==> src/rtl/serial_addsub_ctrl.sv <==
// Bit-serial add/subtract controller.
// One 1-bit add/sub cell processes the latched operands LSB first, one bit per clock.
// A three-state FSM (idle, run, done) sequences the operation; result and carry_out
// are only updated on the edge that processes the final bit.
module serial_addsub_ctrl #(
    parameter int unsigned N = 8
) (
    input  logic         clk,
    input  logic         rst,
    input  logic         start,
    input  logic         sel,
    input  logic [N-1:0] a_input,
    input  logic [N-1:0] b_input,
    output logic         busy,
    output logic         done,
    output logic [N-1:0] result,
    output logic         carry_out
);

    localparam int unsigned CntW = (N > 1) ? $clog2(N) : 1;

    typedef enum logic [1:0] {
        StIdle,
        StRun,
        StDone
    } state_e;

    state_e          state_q, state_d;
    logic [N-1:0]    a_q, a_d;
    logic [N-1:0]    b_q, b_d;
    logic            sel_q, sel_d;
    logic            carry_q, carry_d;
    logic [CntW-1:0] cnt_q, cnt_d;
    logic [N-1:0]    sh_q, sh_d;
    logic [N-1:0]    result_q, result_d;
    logic            cout_q, cout_d;

    logic            a_bit;
    logic            b_bit;
    logic            sum_bit;
    logic            carry_next;
    logic            last_bit;
    logic [N-1:0]    sh_shifted;

    // Single add/sub cell operating on the bit selected by the counter.
    always_comb begin
        a_bit   = a_q[cnt_q];
        b_bit   = b_q[cnt_q];
        sum_bit = a_bit ^ b_bit ^ carry_q;
        if (sel_q) begin
            // Borrow out of a - b - borrow_in.
            carry_next = (~a_bit & b_bit) | (~(a_bit ^ b_bit) & carry_q);
        end else begin
            carry_next = (a_bit & b_bit) | ((a_bit ^ b_bit) & carry_q);
        end
        last_bit   = (cnt_q == CntW'(N - 1));
        // New bit enters at the MSB so that after N shifts bit 0 sits at position 0.
        sh_shifted = {sum_bit, sh_q[N-1:1]};
    end

    // Next-state and datapath load logic.
    always_comb begin
        state_d  = state_q;
        a_d      = a_q;
        b_d      = b_q;
        sel_d    = sel_q;
        carry_d  = carry_q;
        cnt_d    = cnt_q;
        sh_d     = sh_q;
        result_d = result_q;
        cout_d   = cout_q;

        unique case (state_q)
            StIdle, StDone: begin
                if (start) begin
                    a_d     = a_input;
                    b_d     = b_input;
                    sel_d   = sel;
                    carry_d = 1'b0;
                    cnt_d   = '0;
                    state_d = StRun;
                end else begin
                    state_d = StIdle;
                end
            end
            StRun: begin
                // start is ignored here; operands stay frozen until completion.
                sh_d    = sh_shifted;
                carry_d = carry_next;
                if (last_bit) begin
                    cnt_d    = '0;
                    result_d = sh_shifted;
                    cout_d   = carry_next;
                    state_d  = StDone;
                end else begin
                    cnt_d   = cnt_q + 1'b1;
                    state_d = StRun;
                end
            end
            default: begin
                state_d = StIdle;
            end
        endcase
    end

    // State and datapath registers with synchronous reset.
    always_ff @(posedge clk) begin
        if (rst) begin
            state_q  <= StIdle;
            a_q      <= '0;
            b_q      <= '0;
            sel_q    <= 1'b0;
            carry_q  <= 1'b0;
            cnt_q    <= '0;
            sh_q     <= '0;
            result_q <= '0;
            cout_q   <= 1'b0;
        end else begin
            state_q  <= state_d;
            a_q      <= a_d;
            b_q      <= b_d;
            sel_q    <= sel_d;
            carry_q  <= carry_d;
            cnt_q    <= cnt_d;
            sh_q     <= sh_d;
            result_q <= result_d;
            cout_q   <= cout_d;
        end
    end

    // Status flags decode directly from the state register.
    always_comb begin
        busy      = (state_q == StRun);
        done      = (state_q == StDone);
        result    = result_q;
        carry_out = cout_q;
    end

endmodule
==> config.mk <==
export PLATFORM = sky130hd
export DESIGN_NAME = serial_addsub_ctrl
export DESIGN_NICKNAME = d
export VERILOG_FILES = /design/src/rtl/serial_addsub_ctrl.sv
export SDC_FILE = /design/constraint.sdc
export NUM_CORES = 1
export LEC_CHECK = 0
export ABC_AREA = 1
export CORE_MARGIN = 2
export CORE_UTILIZATION = 51
export DETAILED_ROUTE_END_ITERATION = 16
export GPL_ROUTABILITY_DRIVEN = 0
export PLACE_DENSITY = 0.86
export SETUP_SLACK_MARGIN = 0.2
export SKIP_LAST_GASP = 1
export SLEW_MARGIN = 10
export SYNTH_ARGS = -nofsm -noshare
export SYNTH_HDL_FRONTEND = slang
export SYNTH_SLANG_ARGS = --single-unit
==> constraint.sdc <==
create_clock -name clk -period 2 [get_ports clk]
set_input_delay 0.6 -clock clk [delete_from_list [all_inputs] [get_ports clk]]
set_output_delay 0.6 -clock clk [all_outputs]
set_load 0.01 [all_outputs]
==> out/qor.yml <==
initial_core_util_pct: 54.9
path_clk_slew_ns: 0.10
ys_top_cells_by_area: "dfxtp_1, o21ai_0, nand2_1"
final.setup_skew_ns: 0.0104
ys_warn_count: 0
synth_top_family_by_area: "simple AND/OR/NAND/NOR gates"
synth_xor_area_share_pct: 0
ys_types: 20
drc_errors: 0
syn_area_um2: 1700
port_buffers: 30
synthesis.nets: 243
vias: 1481
ir_worst_vdd_v: 0.000396
routed_wl_um: 3240
root_buffer: "clkbuf_4"
cp.required_ns: 1.40
drv_slew: 0
drive_above_1_share_pct: 13.4
area_delta_synth_final_pct: 23.1
hpwl_um: 2310
die_area_um2: 3820
die_y_um: 61.8
grt-ovfl-total: 0
viasPerCell: 4.99
fp-row-count: 20
coreArea_um2: 3100
fin_util_pct: 67.6
yosysTopAreaCell: "dfxtp_1"
clock-sinks: 39
status: "complete, no violations"
insertion_delay_ns: 0.35
crit_arrival_ns: 1.10
placed_cells: 289
worstMarginPinSlew_ns: 0.367
tns_ns: 0
nFillCells: 289
synth_fa_ha_area_share_pct: 3.82
grt_max_degree: 40
cts_tree: "yes"
avgSynthCellArea_um2: 7.78
layoutNonFillerInstCount: 297
hp-class: "flop to flop"
synth_top_area_share_pct: 45.8
fin_nets: 276
power.leakage_nw: 0.938
finalHoldViolCount: 0
grt_pass1_vias: 1271
antenna_found_initial: 0
postCtsSetupBuffers: 0
dr.pass1.iters: 4
power_mw: 1.54
rsz0062_at_grt: "true"
crit_path_max_fanout: 2
antenna_cells: 0
critPathKind: "flop to primary output"
drtAntennaViolNets: 0
first_iter_violations: 43
p_per_area_nw_per_um2: 734
grt_pass1_wl_um: 5430
grtUsageTotal_pct: 19.4
setup_viol: 0
maxSlewHeadroom_pct: 75.5
maxCapViolations: 0
synth_compound_area_share_pct: 17.9
ios: 31
htree_levels: 2
synthCells: 219
cts_buffers: 5
end_kind: "primary output"
crit_path_start_kind: "flop"
cts_buffer_depth: 2
ys_ff_latch: 39
synth_mux_area_share_pct: 0
die_w_um: 61.8
yosysSeqAreaShare_pct: 45.8
max_freq_mhz: 587
fin_crit_sh_pct: 85.2
synthSimpleGateAreaFrac_pct: 20.9
wl_per_cell_um: 10.9
min_period_ns: 1.70
==> layout make-up <==
cell class | count | area [um2] | area share (%)
multi-input combinational | 141 | 728 | 34.7
inverter | 29 | 113 | 5.37
sequential | 39 | 787 | 37.5
tap | 44 | 55.1 | 2.63
timing repair buffer | 36 | 345 | 16.5
clock buffer | 8 | 68.8 | 3.28
==> report_power, final <==
part	internal [mW]	leakage [nW]	switching (mW)
Combinational	0.107	0.578	0.134
Clock	0.207	0.0386	0.247
Sequential	0.823	0.321	0.0223
==> cell families after synthesis <==
family	count (synthesis)
AOI/OAI and AO/OA	57
adders and majority gates	4
buffers and inverters	39
DFF	39
and+or+nand+nor	80
==> routing by layer <==
layer / part of all wire, % / track usage, %
met1: 45 / 25.0
met2: 47 / 30.2
met3: 5.6 / 6.21
met4: 2.0 / 8.21
met5: 0 / 0
==> Yosys cell counts <==
cell type  instances
dfxtp_1           39
nand2_1           32
o21ai_0           31
inv_1             24
nor2_1            23
a21oi_1           19
nand3_1           18
a21oi_2            5
buf_2              4
buf_6              4
inv_2              4
nand2_2            4
fa_1               2
ha_1               2
nand2_4            2
o21ai_1            2
buf_4              1
buf_8              1
clkinv_2           1
nor2_4             1
==> path summary, 6_finish.rpt <==
check,startpoint,end,slack (ns),cells past startpoint
min,a_q[3],a_q[3],0.46,2
min reg2reg,a_q[3],a_q[3],0.46,2
max,state_q[1],busy,0.30,4
max reg2reg,cnt_q[1],carry_q,0.35,9
==> placed cells by master (no fill, tap or decap), types with 2 or more instances in the layout <==
cell	Yosys	layout
dfxtp_1	39	36
clkbuf_8	0	2
a21oi_2	5	5
buf_4	1	5
inv_2	4	3
inv_1	24	24
dfxtp_2	0	2
clkdlybuf4s50_1	0	19
nand2_1	32	32
o21ai_0	31	29
o21ai_1	2	3
fa_1	2	2
ha_1	2	2
clkbuf_4	0	5
nand2_4	2	2
dlygate4sd2_1	0	10
nor2_1	23	23
a21oi_1	19	19
nand3_1	18	18
nand2_2	4	4
==> worst max-delay path, stage by stage, from the launching register on <==
cell             delay (ns)
dfxtp_1                0.32
inv_1                  0.10
nand2_4                0.06
clkinv_2               0.05
clkdlybuf4s15_1        0.23
==> state kept, by name (all words and copies together) (netlist names) <==
register and flops:
a_q 8, b_q 8, result 8, sh_q 7, cnt_q 3, state_q 2, carry_out 1, carry_q 1
sel_q 1
==> through the flow <==
step	cell area, um2	setup WS, ns	hold slack, ns
after global routing	2100	0.198	0.489
final	2100	0.297	0.460
after floorplan	1700	0.321	0.429
after CTS	2090	0.209	0.465
after global placement	2030	0.234	0.441
after detailed placement	2030	0.220	0.449
==> what timing repair did <==
action                                  CTS  global route
hold buffers                              0             0
endpoints found under the hold margin     0             0
resized for setup                        13             7
endpoints found under the setup margin   12             5
(Power assumes the default switching activity.)
